--- src/rtl/mipi_csi_2_pkg.sv ---
// Shared types and header-field constants for the CSI-2 lane sequencer.
// The state enum, header layout and short/long packet split live here.
package mipi_csi_2_pkg;

  typedef enum logic [2:0] {
    ST_IDLE,
    ST_HEADER,
    ST_PAYLOAD,
    ST_CRC,
    ST_FLUSH
  } seq_state_e;

  localparam logic [5:0] SHORT_PACKET_DT_MAX = 6'h0F;

  // DI byte layout: {VC[1:0], DT[5:0]}
  localparam int DI_VC_LSB = 6;
  localparam int DI_DT_LSB = 0;

  // Header byte positions after DI (byte 0)
  localparam logic [1:0] HDR_IDX_WC_LO = 2'd1;
  localparam logic [1:0] HDR_IDX_WC_HI = 2'd2;
  localparam logic [1:0] HDR_IDX_ECC   = 2'd3;

  typedef struct packed {
    logic [1:0]  vc;
    logic [5:0]  dt;
    logic [15:0] wc;
    logic [7:0]  ecc;
  } csi_header_t;

  function automatic logic is_short_dt(input logic [5:0] dt);
    return dt <= SHORT_PACKET_DT_MAX;
  endfunction

endpackage

--- src/rtl/csi_idle_timer.sv ---
// Counts clock_p cycles since the last received byte while a packet is open.
// expired flags the cycle in which the TIMEOUT_CYCLES-th idle edge lands.
module csi_idle_timer #(
  parameter int TIMEOUT_CYCLES = 64
) (
  input  logic clock_p,
  input  logic reset,
  input  logic clear,
  input  logic enable,
  output logic expired
);
  localparam int CW = $clog2(TIMEOUT_CYCLES) + 1;
  localparam logic [CW-1:0] TERMINAL = CW'(TIMEOUT_CYCLES - 1);

  logic [CW-1:0] count;

  // Loading 1 on a byte makes count equal the cycles elapsed since that byte,
  // so the registered error lands exactly TIMEOUT_CYCLES after the strobe.
  always_ff @(posedge clock_p or posedge reset) begin
    if (reset)
      count <= '0;
    else if (clear)
      count <= CW'(1);
    else if (!enable)
      count <= '0;
    else if (count != TERMINAL)
      count <= count + 1'b1;
  end

  assign expired = enable && !clear && (count == TERMINAL);

endmodule

--- src/rtl/csi_lane_sequencer.sv ---
// Frames CSI-2 packets from a single-lane D-PHY byte stream and resets the
// receiver after each packet, on idle timeout, or on an oversized word count.
import mipi_csi_2_pkg::*;

module csi_lane_sequencer #(
  parameter int TIMEOUT_CYCLES = 64,
  parameter int MAX_WORD_COUNT = 4096,
  parameter int RESET_CYCLES   = 2
) (
  input  logic        clock_p,
  input  logic        reset,
  input  logic [7:0]  rx_data,
  input  logic        rx_enable,
  output logic        phy_reset,
  output logic        header_valid,
  output logic [1:0]  virtual_channel,
  output logic [5:0]  data_type,
  output logic [15:0] word_count,
  output logic [7:0]  ecc,
  output logic [7:0]  payload_data,
  output logic        payload_valid,
  output logic [15:0] crc,
  output logic        packet_end,
  output logic        error
);
  localparam int FCW = (RESET_CYCLES > 1) ? $clog2(RESET_CYCLES) : 1;
  localparam logic [FCW-1:0] FLUSH_LOAD = FCW'(RESET_CYCLES - 1);
  localparam logic [31:0] MAX_WC = 32'(MAX_WORD_COUNT);

  seq_state_e     state_q, state_d;
  logic [1:0]     idx_q, idx_d;
  logic [FCW-1:0] flush_q, flush_d;
  logic [15:0]    rem_q, rem_d;
  logic [1:0]     vc_q, vc_d;
  logic [5:0]     dt_q, dt_d;
  logic [15:0]    wc_q, wc_d;
  logic [7:0]     crc_lo_q, crc_lo_d;
  csi_header_t    hdr_q, hdr_d;
  logic [15:0]    crc_d;
  logic [7:0]     payload_data_d;
  logic           phy_reset_d, header_valid_d, payload_valid_d, packet_end_d, error_d;
  logic           go_flush, timed, idle_expired;

  assign timed = (state_q == ST_HEADER) || (state_q == ST_PAYLOAD) || (state_q == ST_CRC);

  csi_idle_timer #(
    .TIMEOUT_CYCLES(TIMEOUT_CYCLES)
  ) u_idle_timer (
    .clock_p (clock_p),
    .reset   (reset),
    .clear   (rx_enable && (state_q != ST_FLUSH)),
    .enable  (timed),
    .expired (idle_expired)
  );

  always_comb begin
    state_d         = state_q;
    idx_d           = idx_q;
    flush_d         = flush_q;
    rem_d           = rem_q;
    vc_d            = vc_q;
    dt_d            = dt_q;
    wc_d            = wc_q;
    crc_lo_d        = crc_lo_q;
    hdr_d           = hdr_q;
    crc_d           = crc;
    payload_data_d  = payload_data;
    phy_reset_d     = phy_reset;
    header_valid_d  = 1'b0;
    payload_valid_d = 1'b0;
    packet_end_d    = 1'b0;
    error_d         = 1'b0;
    go_flush        = 1'b0;

    case (state_q)
      ST_IDLE: begin
        if (rx_enable) begin
          vc_d    = rx_data[DI_VC_LSB +: 2];
          dt_d    = rx_data[DI_DT_LSB +: 6];
          idx_d   = HDR_IDX_WC_LO;
          state_d = ST_HEADER;
        end
      end

      ST_HEADER: begin
        if (rx_enable) begin
          idx_d = idx_q + 2'd1;
          case (idx_q)
            HDR_IDX_WC_LO: wc_d[7:0]  = rx_data;
            HDR_IDX_WC_HI: wc_d[15:8] = rx_data;
            HDR_IDX_ECC: begin
              hdr_d          = '{vc: vc_q, dt: dt_q, wc: wc_q, ecc: rx_data};
              header_valid_d = 1'b1;
              idx_d          = 2'd0;
              if (is_short_dt(dt_q)) begin
                packet_end_d = 1'b1;
                go_flush     = 1'b1;
              end else if ({16'd0, wc_q} > MAX_WC) begin
                error_d  = 1'b1;
                go_flush = 1'b1;
              end else if (wc_q == 16'd0) begin
                state_d = ST_CRC;
              end else begin
                rem_d   = wc_q;
                state_d = ST_PAYLOAD;
              end
            end
            default: ;
          endcase
        end else if (idle_expired) begin
          error_d  = 1'b1;
          go_flush = 1'b1;
        end
      end

      ST_PAYLOAD: begin
        if (rx_enable) begin
          payload_valid_d = 1'b1;
          payload_data_d  = rx_data;
          rem_d           = rem_q - 16'd1;
          if (rem_q == 16'd1) begin
            idx_d   = 2'd0;
            state_d = ST_CRC;
          end
        end else if (idle_expired) begin
          error_d  = 1'b1;
          go_flush = 1'b1;
        end
      end

      ST_CRC: begin
        if (rx_enable) begin
          if (idx_q == 2'd0) begin
            crc_lo_d = rx_data;
            idx_d    = 2'd1;
          end else begin
            crc_d        = {rx_data, crc_lo_q};
            packet_end_d = 1'b1;
            go_flush     = 1'b1;
          end
        end else if (idle_expired) begin
          error_d  = 1'b1;
          go_flush = 1'b1;
        end
      end

      ST_FLUSH: begin
        // Bytes arriving here belong to nothing; the receiver is being reset.
        if (flush_q == '0) begin
          phy_reset_d = 1'b0;
          state_d     = ST_IDLE;
        end else begin
          flush_d = flush_q - 1'b1;
        end
      end

      default: go_flush = 1'b1;
    endcase

    if (go_flush) begin
      state_d     = ST_FLUSH;
      flush_d     = FLUSH_LOAD;
      phy_reset_d = 1'b1;
    end
  end

  always_ff @(posedge clock_p or posedge reset) begin
    if (reset) begin
      state_q       <= ST_FLUSH;
      flush_q       <= FLUSH_LOAD;
      idx_q         <= '0;
      rem_q         <= '0;
      vc_q          <= '0;
      dt_q          <= '0;
      wc_q          <= '0;
      crc_lo_q      <= '0;
      hdr_q         <= '0;
      crc           <= '0;
      payload_data  <= '0;
      phy_reset     <= 1'b1;
      header_valid  <= 1'b0;
      payload_valid <= 1'b0;
      packet_end    <= 1'b0;
      error         <= 1'b0;
    end else begin
      state_q       <= state_d;
      flush_q       <= flush_d;
      idx_q         <= idx_d;
      rem_q         <= rem_d;
      vc_q          <= vc_d;
      dt_q          <= dt_d;
      wc_q          <= wc_d;
      crc_lo_q      <= crc_lo_d;
      hdr_q         <= hdr_d;
      crc           <= crc_d;
      payload_data  <= payload_data_d;
      phy_reset     <= phy_reset_d;
      header_valid  <= header_valid_d;
      payload_valid <= payload_valid_d;
      packet_end    <= packet_end_d;
      error         <= error_d;
    end
  end

  assign virtual_channel = hdr_q.vc;
  assign data_type       = hdr_q.dt;
  assign word_count      = hdr_q.wc;
  assign ecc             = hdr_q.ecc;

endmodule

--- config.mk ---
export PLATFORM = sky130hd
export DESIGN_NAME = csi_lane_sequencer
export DESIGN_NICKNAME = d
export VERILOG_FILES = /design/src/rtl/mipi_csi_2_pkg.sv /design/src/rtl/csi_idle_timer.sv /design/src/rtl/csi_lane_sequencer.sv
export SDC_FILE = /design/constraint.sdc
export NUM_CORES = 1
export LEC_CHECK = 0
export ABC_AREA = 1
export BUFFER_PORTS_ARGS = -buffer_cell sky130_fd_sc_hd__clkbuf_2
export CAP_MARGIN = 10
export CORE_MARGIN = 2
export CORE_UTILIZATION = 38
export CTS_CLUSTER_DIAMETER = 200
export DETAILED_ROUTE_END_ITERATION = 7
export MAX_ROUTING_LAYER = met4
export PLACE_DENSITY = 0.68
export REMOVE_ABC_BUFFERS = 1
export SYNTH_ARGS = -nofsm -noshare
export SYNTH_HDL_FRONTEND = slang
export SYNTH_SLANG_ARGS = --single-unit
--- constraint.sdc ---
create_clock -name clock_p -period 4.69 [get_ports clock_p]
set_clock_uncertainty 0.2 [all_clocks]
set_input_delay 0.2345 -clock clock_p [delete_from_list [all_inputs] [get_ports clock_p]]
set_output_delay 0.2345 -clock clock_p [all_outputs]
set_load 0.05 [all_outputs]
==> impl_summary.md <==
Synthesis
The main flop type after synthesis is sky130_fd_sc_hd__dfrtp_1. The number of enable flip-flop cells after synthesis is 0. During synthesis, Yosys emitted a total of 0 warnings. The fraction of the yosys area taken by sequential cells is a little under three fifths. The combined area of all synthesized cells is about 5400 um^2. A synthesized cell averages between 8 and 9 um^2. The share of flip-flops with an asynchronous set or reset is 100%. The count of cell types in the netlist is 32. The cell count after synthesis came out at between 600 and 700.

The flop and latch count out of synthesis is approximately 120.

STA
The tightest hold path in the finished design has a slack of around 0.027 ns. For the pin with the worst max-slew slack, the measured transition is roughly 1.0 ns. The worst slew margin relative to its limit is ~33%.

The max-slew violation total from the final report came to 0. The maximum clock frequency is between 300 and 400 MHz. The count of final setup violators is 0. The total negative slack for setup checks is 0 ns.

The clock period could shrink to 2.78 ns. The worst path meets setup with ~1.9 ns of slack. Setup repair after global routing left no endpoint under its margin. The share of the clock period used by the worst path is between 50% and 60%. The final count of hold timing violations is 0.

Placement
The post-placement cell area is approximately 5900 um^2. Detailed placement ended at an HPWL of ~8400 um. The number of port buffers is 71. The setup slack at placement is 1.98 ns.

The number of placed instances, taps included, is 863. The final RePlAce weighted congestion is about 0.88.

Finish
The finished cells cover between 6000 and 7000 um^2. From synthesis to final layout, the design area changed by 20.7%. The final cell count without fillers is 899. The filler cells instantiated in the layout total 1326.

In the layout the commonest cells are sky130_fd_sc_hd__nand2_1, sky130_fd_sc_hd__dfrtp_1, sky130_fd_sc_hd__clkbuf_2. In the final design database the tool counted between 700 and 800 nets. The most frequent standard cell in the layout excluding fill and tap cells is sky130_fd_sc_hd__nand2_1. The fraction of final layout cells with drive strength greater than 1 is about 17%. The number of antenna cells inserted is 0.

Drt
The count of TritonRoute iterations in the first routing pass is 4. The ratio of routed vias to standard cells is 4.80. Summed over all layers, the routed wires come to 12500 um. The first-iteration detailed-routing DRC count is 236. In the routed design, unresolved DRC markers number 0. The number of routed nets with antenna violations is 0. The total via count in the routed design is 4312. Dividing the detail-routed wire length by the instance count gives around 14 um.

Critical path
In this design, the stage delay of the slowest critical-path cell is 0.63 ns. The arrival time at the worst endpoint is ~2.8 ns. STA classifies the critical path startpoint as an input pin. The category of the critical setup timing path is input pin to register. The worst-path cell with the longest stage delay is sky130_fd_sc_hd__nor3_4. Walking the worst path, the cells encountered are dlygate4sd3_1, clkbuf_2, inv_2, nor2_4, nand2_2, nor3_4, inv_2, nand2_1, o21ai_0. The count of cells along the worst register-to-register path is 6. STA classifies the critical path endpoint as a register. The cell with the most instances on the worst path is sky130_fd_sc_hd__inv_2. The data required time of the worst path is 4.75 ns.

Along the worst path, the maximum fanout reaches 50.

Floorplanning
The horizontal die dimension is between 100 and 150 um. The initial core utilization is roughly two fifths. The die is 123 um tall. The placeable core region is approximately 14000 um^2. During I/O placement, the number of pins put on the boundary was between 70 and 80. The initialized floorplan defines 43 standard-cell rows. The area enclosed by the die boundary is between 15000 and 20000 um^2.

GRT
Global routing used between 10% and 20% of the available tracks across all layers. The sum of overflow across all layers after global routing is 0. The initial antenna violation count is 0. The wire length of the first global-routing pass is about 21000 um.

Entering global routing, the biggest net connects just over 80 pins. The via count of the first global-routing pass is about 4100.

Clocking
After clock tree synthesis, the setup repair step added 0 buffers. The clock-pin slew of the registers on the worst-case setup and hold paths is approximately 0.060 ns. Buffers inserted during clock tree synthesis total 17.

The H-tree generated during clock tree synthesis spans 4 levels. The cell sitting at the root of the clock tree is a sky130_fd_sc_hd__clkbuf_16. TritonCTS built the clock tree. The clock passes through at most 2 buffers. The clock sink count is about 120. The clock reaches the later pin of the worst-skew pair after about 0.42 ns.

Flow run
The tool flagged a number of max-cap violations equal to 0.

Run status
The flow ran to the end, and the final reports show no timing, DRC or antenna violations.

Power and ir drop
The leakage power figure is between 3 and 4 nW. The power per unit of standard cell area is 785 nW/um^2. Across the VDD grid, the largest voltage drop is 0.429 mV.

Worst hold path
The worst min-delay path class is input pin to register. The worst hold path passes through 3 cells.
[logic make-up after synthesis]
logic type	after synthesis	share of synthesized area (%)
AND/OR/NAND/NOR	305	23.9
AO/OA/AOI/OAI	111	10.8
XOR/XNOR	3	0.489
adder cells (fa/ha/maj)	7	1.63
flip-flops	122	56.9
buffers and inverters	82	6.22
[synth_stat cells (5+ instances only)]
library cell | number | area [um^2]
sky130_fd_sc_hd__o21ai_0 | 62 | 310
sky130_fd_sc_hd__nand2_1 | 210 | 788
sky130_fd_sc_hd__dfrtp_1 | 119 | 2980
sky130_fd_sc_hd__inv_1 | 60 | 225
sky130_fd_sc_hd__o21ai_1 | 31 | 155
sky130_fd_sc_hd__a21oi_1 | 9 | 45.0
sky130_fd_sc_hd__buf_2 | 6 | 30.0
sky130_fd_sc_hd__nor2_1 | 42 | 158
sky130_fd_sc_hd__o211ai_1 | 5 | 37.5
sky130_fd_sc_hd__nand3_1 | 24 | 120
sky130_fd_sc_hd__ha_1 | 7 | 87.6
sky130_fd_sc_hd__clkbuf_1 | 10 | 37.5
sky130_fd_sc_hd__nor3_1 | 6 | 30.0
[stage by stage]
stage / util (%) / power [mW]
global placement: 42.4 / 3.79
floorplan: - / 3.32
detailed placement: 42.4 / 3.83
finish: 46.9 / 5.09
global route: 46.9 / 5.44
CTS: 46.9 / 5.13
[power by group]
group	internal (mW)	total (mW)	switching [mW]
Combinational	0.513	2.04	1.53
Clock	0.785	1.28	0.496
Sequential	1.48	1.77	0.292
[sequential cells by signal (all words and copies together), names as in the netlist]
signal and cells:
crc 16, crc_lo_q 8, data_type 6, dt_q 6, ecc 8, error 1, flush_q 1, header_valid 1
idx_q 2, packet_end 1, payload_data 8, payload_valid 1, phy_reset 1, rem_q 16, state_q 3, u_idle_timer.count 7
vc_q 2, virtual_channel 2, wc_q 16, word_count 16
[layout make-up]
cell class,instances,area [um^2],share of cell area (%)
Clock inverter,13,146,2.26
Multi-Input combinational cell,426,1980,30.5
Sequential cell,122,3060,47.2
Clock buffer,19,433,6.68
Tap cell,180,225,3.47
Inverter,63,239,3.69
Timing Repair Buffer,76,403,6.22
[final timing paths]
path	to	slack [ns]	start
worst min-delay path	ecc[0]	0.03	rx_data[0]
worst min register to register	crc[5]	0.27	crc[5]
worst max register to register	word_count[6]	2.14	idx_q[1]
max in group asynchronous	rem_q[13]	2.78	reset
min in group asynchronous	payload_data[0]	0.39	reset
worst max-delay path	word_count[6]	1.91	rx_enable
[per-layer routing]
metal  vias up  track usage, %  share of wire [%]  wire length [um]
met5         -               -                  0                 0
met3        19            3.72                4.7               583
met1      2018            25.9                 48              5950
met4         0            8.26                2.3               284
met2       107            26.9                 45              5680
li1       2168               -                  -                 -
[what timing repair did]
item | in CTS | in global routing
hold endpoints to repair | 85 | 0
hold buffers | 4 | 0
gates resized for setup | 0 | 0
[critical path, delay by kind of cell]
kind            cells  cell delay (ns)
compound gates      1             0.09
simple gates        4             1.04
buf+inv             4             1.43
Power figures use the tool's default switching activity.
